--- config.mk ---
export PLATFORM = sky130hd
export DESIGN_NAME = branch_ctrl
export DESIGN_NICKNAME = d
export VERILOG_FILES = /design/src/rtl/br_pkg.sv /design/src/rtl/branch_cmp.sv /design/src/rtl/branch_ctrl.sv
export SDC_FILE = /design/constraint.sdc
export NUM_CORES = 1
export LEC_CHECK = 0
export ABC_CLOCK_PERIOD_IN_PS = 4000
export CAP_MARGIN = 20
export CORE_MARGIN = 2
export CORE_UTILIZATION = 40
export DETAILED_ROUTE_END_ITERATION = 10
export PLACE_DENSITY = 0.7
export SYNTH_ARGS = -nofsm -noshare
export SYNTH_HDL_FRONTEND = slang
export SYNTH_SLANG_ARGS = --single-unit
--- constraint.sdc ---
create_clock -name clk -period 4 [get_ports clk]
set_input_delay 1.2 -clock clk [delete_from_list [all_inputs] [get_ports clk]]
set_output_delay 1.2 -clock clk [all_outputs]
set_load 0.02 [all_outputs]
--- src/rtl/br_pkg.sv ---
// Shared definitions for the ID-stage branch resolution controller:
// op codes, FSM state encodings, counter indices and small decode helpers.
package br_pkg;

    localparam logic [2:0] BR_NONE = 3'b000;
    localparam logic [2:0] BR_EQ   = 3'b001;
    localparam logic [2:0] BR_NE   = 3'b010;
    localparam logic [2:0] BR_GE   = 3'b011;
    localparam logic [2:0] BR_GTZ  = 3'b100;
    localparam logic [2:0] BR_LEZ  = 3'b101;
    localparam logic [2:0] BR_LTZ  = 3'b110;
    localparam logic [2:0] BR_RSVD = 3'b111;

    localparam logic [1:0] ST_IDLE  = 2'd0;
    localparam logic [1:0] ST_WAIT  = 2'd1;
    localparam logic [1:0] ST_REDIR = 2'd2;

    localparam int NUM_CNT    = 3;
    localparam int CNT_BRANCH = 0;
    localparam int CNT_TAKEN  = 1;
    localparam int CNT_STALL  = 2;

    typedef struct packed {
        logic stall;
        logic taken;
        logic branch;
    } cnt_inc_t;

    function automatic logic is_branch_op(input logic [2:0] op);
        return (op != BR_NONE) && (op != BR_RSVD);
    endfunction

    function automatic logic needs_rt(input logic [2:0] op);
        return (op == BR_EQ) || (op == BR_NE) || (op == BR_GE);
    endfunction

    // Offset is in words; wrap-around past 2^32 is intentionally silent.
    function automatic logic [31:0] branch_target(input logic [31:0] pc,
                                                  input logic [15:0] imm);
        return pc + 32'd4 + {{14{imm[15]}}, imm, 2'b00};
    endfunction

endpackage

--- src/rtl/branch_cmp.sv ---
// Signed branch condition evaluator; purely combinational so it can be
// exercised on its own.
module branch_cmp
    import br_pkg::*;
(
    input  logic [31:0] a,
    input  logic [31:0] b,
    input  logic [2:0]  op,
    output logic        taken
);

    logic signed [31:0] sa;
    logic signed [31:0] sb;

    assign sa = a;
    assign sb = b;

    always_comb begin
        taken = 1'b0;
        case (op)
            BR_EQ:   taken = (sa == sb);
            BR_NE:   taken = (sa != sb);
            BR_GE:   taken = (sa >= sb);
            BR_GTZ:  taken = (sa >  32'sd0);
            BR_LEZ:  taken = (sa <= 32'sd0);
            BR_LTZ:  taken = (sa <  32'sd0);
            default: taken = 1'b0;
        endcase
    end

endmodule

--- src/rtl/branch_ctrl.sv ---
// ID-stage branch resolution: waits for operands, resolves the condition,
// hands taken-branch redirects to fetch and keeps saturating perf counters.
module branch_ctrl
    import br_pkg::*;
#(
    parameter int CNT_W    = 16,
    parameter int MAX_WAIT = 15
) (
    input  logic             clk,
    input  logic             reset,
    input  logic             id_valid,
    input  logic [2:0]       id_br_op,
    input  logic [31:0]      id_pc,
    input  logic [15:0]      id_imm16,
    input  logic [31:0]      rs_val,
    input  logic [31:0]      rt_val,
    input  logic             rs_ready,
    input  logic             rt_ready,
    input  logic             flush,
    input  logic             if_ready,
    input  logic             cnt_clr,
    output logic             stall_id,
    output logic             redirect_valid,
    output logic [31:0]      redirect_pc,
    output logic             wait_err,
    output logic [CNT_W-1:0] cnt_branch,
    output logic [CNT_W-1:0] cnt_taken,
    output logic [CNT_W-1:0] cnt_stall
);

    localparam logic [7:0] MAX_WAIT_C = 8'(MAX_WAIT);

    logic [1:0]         state_reg, state_next;
    logic [7:0]         wait_cnt_reg, wait_cnt_next;
    logic               wait_err_reg, wait_err_next;
    logic               redirect_valid_reg, redirect_valid_next;
    logic [31:0]        redirect_pc_reg, redirect_pc_next;

    logic               br_present;
    logic               opnd_ready;
    logic               cond_taken;
    logic               stall;
    logic [31:0]        target;
    cnt_inc_t           inc;
    logic [NUM_CNT-1:0] inc_vec;

    branch_cmp u_cmp (
        .a     (rs_val),
        .b     (rt_val),
        .op    (id_br_op),
        .taken (cond_taken)
    );

    assign br_present = id_valid && is_branch_op(id_br_op);
    assign opnd_ready = rs_ready && (!needs_rt(id_br_op) || rt_ready);
    assign target     = branch_target(id_pc, id_imm16);

    // A branch behind an unaccepted redirect must wait for IDLE even if its
    // operands are ready; flush always releases the stall.
    always_comb begin
        stall = 1'b0;
        if (!flush && br_present) begin
            if (state_reg == ST_REDIR) begin
                stall = 1'b1;
            end else begin
                stall = !opnd_ready;
            end
        end
    end

    always_comb begin
        state_next          = state_reg;
        wait_cnt_next       = wait_cnt_reg;
        wait_err_next       = 1'b0;
        redirect_valid_next = redirect_valid_reg;
        redirect_pc_next    = redirect_pc_reg;
        inc                 = '0;

        if (flush) begin
            state_next          = ST_IDLE;
            wait_cnt_next       = 8'd0;
            redirect_valid_next = 1'b0;
        end else begin
            inc.stall = stall;
            case (state_reg)
                ST_IDLE, ST_WAIT: begin
                    if (!br_present) begin
                        state_next    = ST_IDLE;
                        wait_cnt_next = 8'd0;
                    end else if (opnd_ready) begin
                        inc.branch    = 1'b1;
                        wait_cnt_next = 8'd0;
                        if (cond_taken) begin
                            inc.taken           = 1'b1;
                            redirect_valid_next = 1'b1;
                            redirect_pc_next    = target;
                            state_next          = ST_REDIR;
                        end else begin
                            state_next = ST_IDLE;
                        end
                    end else begin
                        state_next = ST_WAIT;
                        if (state_reg == ST_IDLE) begin
                            wait_cnt_next = 8'd1;
                        end else if (wait_cnt_reg < MAX_WAIT_C) begin
                            wait_cnt_next = wait_cnt_reg + 8'd1;
                        end
                        // Pulse only on the step onto MAX_WAIT; the count then holds.
                        wait_err_next = (wait_cnt_next == MAX_WAIT_C) &&
                                        (wait_cnt_next != wait_cnt_reg);
                    end
                end
                ST_REDIR: begin
                    if (if_ready) begin
                        redirect_valid_next = 1'b0;
                        state_next          = ST_IDLE;
                    end
                end
                default: begin
                    state_next          = ST_IDLE;
                    wait_cnt_next       = 8'd0;
                    redirect_valid_next = 1'b0;
                end
            endcase
        end
    end

    always_ff @(posedge clk or posedge reset) begin
        if (reset) begin
            state_reg          <= ST_IDLE;
            wait_cnt_reg       <= 8'd0;
            wait_err_reg       <= 1'b0;
            redirect_valid_reg <= 1'b0;
            redirect_pc_reg    <= 32'd0;
        end else begin
            state_reg          <= state_next;
            wait_cnt_reg       <= wait_cnt_next;
            wait_err_reg       <= wait_err_next;
            redirect_valid_reg <= redirect_valid_next;
            redirect_pc_reg    <= redirect_pc_next;
        end
    end

    assign inc_vec = {inc.stall, inc.taken, inc.branch};

    generate
        for (genvar gi = 0; gi < NUM_CNT; gi++) begin : gen_cnt
            logic [CNT_W-1:0] cnt_reg;

            always_ff @(posedge clk or posedge reset) begin
                if (reset) begin
                    cnt_reg <= '0;
                end else if (cnt_clr) begin
                    cnt_reg <= '0;
                end else if (inc_vec[gi] && (cnt_reg != {CNT_W{1'b1}})) begin
                    cnt_reg <= cnt_reg + CNT_W'(1);
                end
            end
        end
    endgenerate

    assign stall_id       = stall;
    assign redirect_valid = redirect_valid_reg;
    assign redirect_pc    = redirect_pc_reg;
    assign wait_err       = wait_err_reg;
    assign cnt_branch     = gen_cnt[CNT_BRANCH].cnt_reg;
    assign cnt_taken      = gen_cnt[CNT_TAKEN].cnt_reg;
    assign cnt_stall      = gen_cnt[CNT_STALL].cnt_reg;

endmodule

==> impl_metrics.csv <==
group,metric,value,unit
global_route,grt_pass1_vias,6680,
power_and_ir_drop,max-vdd-ir-drop,207,uV
logic_synthesis,syn_avg_cell_area,8.97,um^2
placement,gp_congestion,0.872,
final_layout,drive_above_1_share,20.3,%
routing,dr.pass1.iters,5,
sta,worst_pin_slew,967,ps
logic_synthesis,yosys.area_share.adder,17.2,%
cts,cts_tree,"done",
sta,fmax,0.254,GHz
worst_setup_path,worst_setup_path_end_kind,"flip-flop",
routing,drt_iter0_drc,295,
floorplanning,core,16700,um^2
worst_setup_path,reg2reg_to,"cnt_taken[11]$_DFFE_PP0P_",
power_and_ir_drop,leakagePower,4.99,nW
floorplanning,fp.dieW,135,um
placement,postPlaceCellArea,9800,um^2
logic_synthesis,synthXorXnorAreaFrac,6.89,%
worst_setup_path,cp.arrival,4180,ps
logic_synthesis,synth_edf_count,0,
global_route,use_met1,27.4,%
sta,finalCritPeriodShare,98.2,%
floorplanning,dieArea,18200,um^2
logic_synthesis,postSynth.asyncResetShare,100,%
final_layout,most-common-layout-cells,"clkdlybuf4s50_1 (170), buf_4 (93), dfrtp_1 (92)",
routing,vias,6781,
final_layout,antenna_cells_inserted,0,
final_layout,fill_cells,1377,
floorplanning,start_util,41.1,%
global_route,grt_max_degree,54,
worst_setup_path,worstPathRequired,4250,ps
cts,cts.reportedPaths.clkPinSlew,70,ps
final_layout,multi_input_area,4890,um^2
routing,drc,0,
cts,postCtsHoldBufs,0,
cts,clock-sinks,92,
placement,hpwlAfterDp,15.2,mm
global_route,grtUsageTotal,21.6,%
worst_setup_path,critPathLaunchType,"primary input",
final_layout,syn2layout_area_growth,58.5,%
final_layout,layout.nets,1280,
cts,cts_made_buffers,9,
global_route,grtUsageMet3,3.72,%
logic_synthesis,ys_seq_area_share,33.5,%
floorplanning,io-pin-count,206,
sta,rsz0062_at_grt,"yes",
routing,viasPerCell,5.26,
cts,worstSkewPairLatency,340,ps
sta,max_slew_margin,35.6,%
cts,cts_buffer_depth,2,
cts,root_buffer,"clkbuf_16",
worst_setup_path,worst-r2r-cell-count,9,
sta,drv_slew,0,
logic_synthesis,yosysTopAreaCellShare,33.5,%
routing,ant_nets,0,
global_route,top_usage_layer,"met2",
logic_synthesis,synth_ff_type,"dfrtp_1",
sta,setup_viol,0,
logic_synthesis,muxShareOfSynthArea,2.22,%
logic_synthesis,synth-simple-area-share,18.3,%
final_layout,regArea,2300,um^2
logic_synthesis,synth_area_leaders,"dfrtp_1 (34%), ha_1 (17%), xnor2_1 (4.1%)",
final_layout,stdcell_area,10900,um^2
floorplanning,die_h,135,um
logic_synthesis,synth.ff_latch_count,92,
logic_synthesis,synth.distinct_cells,66,
worst_setup_path,criticalPathCategory,"primary input to flip-flop",
logic_synthesis,synthCells,765,
floorplanning,floorplan.rows,47,
logic_synthesis,synth-warning-count,0,
logic_synthesis,synth_top_area_cell,"dfrtp_1",
sta,hold_violations,0,
final_layout,largest_register_ff_count,32,
global_route,grt_first_pass_wirelength,31.8,mm
min_path,hp-class,"flip-flop to flip-flop",
placement,port_buffers,205,
power_and_ir_drop,powerDensity,321,nW/um^2
cts,htreeDepth,3,
min_path,hold_path_startpoint,"redirect_pc[25]$_DFFE_PP0P_",
sta,period_minus_slack,3930,ps
worst_setup_path,worstPathMaxFanout,3,
logic_synthesis,syn_area,6860,um^2
min_path,min_to,"redirect_pc[25]$_DFFE_PP0P_",
routing,wl_per_cell,15.8,um
logic_synthesis,synth_nets,982,
status,status,"complete, no violations",
global_route,antenna_found_initial,0,
sta,finClkSkew,9.32,ps
run,maxCapViolCount,0,
global_route,grt_overflow,0,
placement,detailedPlace.worstSlack,-558,ps
global_route,grt_use_met2,37.3,%
logic_synthesis,synth_top_family_by_area,"simple AND/OR/NAND/NOR gates",
worst_setup_path,rr_startpoint,"cnt_taken[0]$_DFFE_PP0P_",
routing,routed_wl,20.3,mm
worst_setup_path,worstSetupStartpoint,"id_imm16[2]",
sta,setup_slack,70.5,ps
final_layout,final_common_cell,"clkdlybuf4s50_1",
logic_synthesis,synth_compound_area_share,17.4,%
min_path,whs_path_depth,2,
worst_setup_path,ff2ff_setup_slack,1570,ps
synthesized netlist by cell type (13+ instances only):
library cell / count
xor2_1: 22
inv_1: 58
ha_1: 93
dfrtp_1: 92
o21ai_0: 54
nor4_1: 13
a21oi_1: 45
nand3_1: 23
nor2_1: 63
nand4_1: 14
a21o_1: 16
nand2_1: 71
xnor2_1: 32
or3_1: 13
nor2b_1: 13
worst max-delay path by stage:
| stage | slack [ps] | cells after the start | to |
|---|---|---|---|
| floorplan | 5 | 12 | redirect_pc[31]$_DFFE_PP0P_ |
| global placement | -530 | 13 | redirect_pc[31]$_DFFE_PP0P_ |
| detailed placement | -560 | 13 | redirect_pc[31]$_DFFE_PP0P_ |
| CTS | 3 | 13 | cnt_taken[7]$_DFFE_PP0P_ |
| global route | -60 | 13 | cnt_taken[8]$_DFFE_PP0P_ |
| finish | 70 | 12 | redirect_pc[31]$_DFFE_PP0P_ |
per-stage QoR:
stage	util, %	setup TNS (ps)	total power, mW	instances	hold WS (ps)
6_report	65.1	0	3.49	1288	489
5_1_grt	65.1	-129	3.69	1288	517
4_1_cts	62.2	0	3.44	1283	492
3_5_place_dp	58.7	-20820	2.37	1260	474
3_3_place_gp	58.7	-18230	2.36	1260	460
2_1_floorplan	-	0	1.74	765	455
cell type report:
cell class,count,share of cell area [%]
clock buffer,12,2.36
tap,220,2.53
inverter,58,2.02
multi-input combinational,599,44.9
sequential,92,21.2
clock inverter,4,0.874
timing repair buffer,303,26.1
cell families (layout without fill, tap and decap cells):
group	after synthesis	count (layout)
DFF	92	92
buffers and inverters	75	377
xor gates and xnor gates	54	54
adders and majority gates	94	94
and+or+nand+nor	254	255
muxes	14	14
AOI/OAI and AO/OA	182	182
critical path: stages:
cell             delay [ps]
clkdlybuf4s50_1         500
ha_4                    220
fa_2                    350
a211oi_2                180
o21bai_1                100
o311a_1                 390
a21bo_2                 220
a32o_2                  270
o211a_4                 250
o31ai_4                 220
a21oi_1                  90
o31ai_1                 180
where the power goes:
part | total, mW | internal, mW | switching [mW]
sequential | 1.13 | 1.05 | 0.0804
clock | 1.01 | 0.645 | 0.365
combinational | 1.35 | 0.700 | 0.650
total | 3.49 | 2.40 | 1.10
repair_timing:
item,4_1_cts,5_1_grt
pin swaps,26,31
cloned,1,0
buffers inserted,6,5
resized for setup,62,80
endpoints found under the setup margin,40,45
layer usage:
| layer | share of wire, % | routed length, um |
|---|---|---|
| met1 | 43 | 8810 |
| met2 | 50 | 10200 |
| met3 | 4.3 | 872 |
| met4 | 2.3 | 467 |
| met5 | 0 | 0 |
Power figures use the tool's default switching activity.
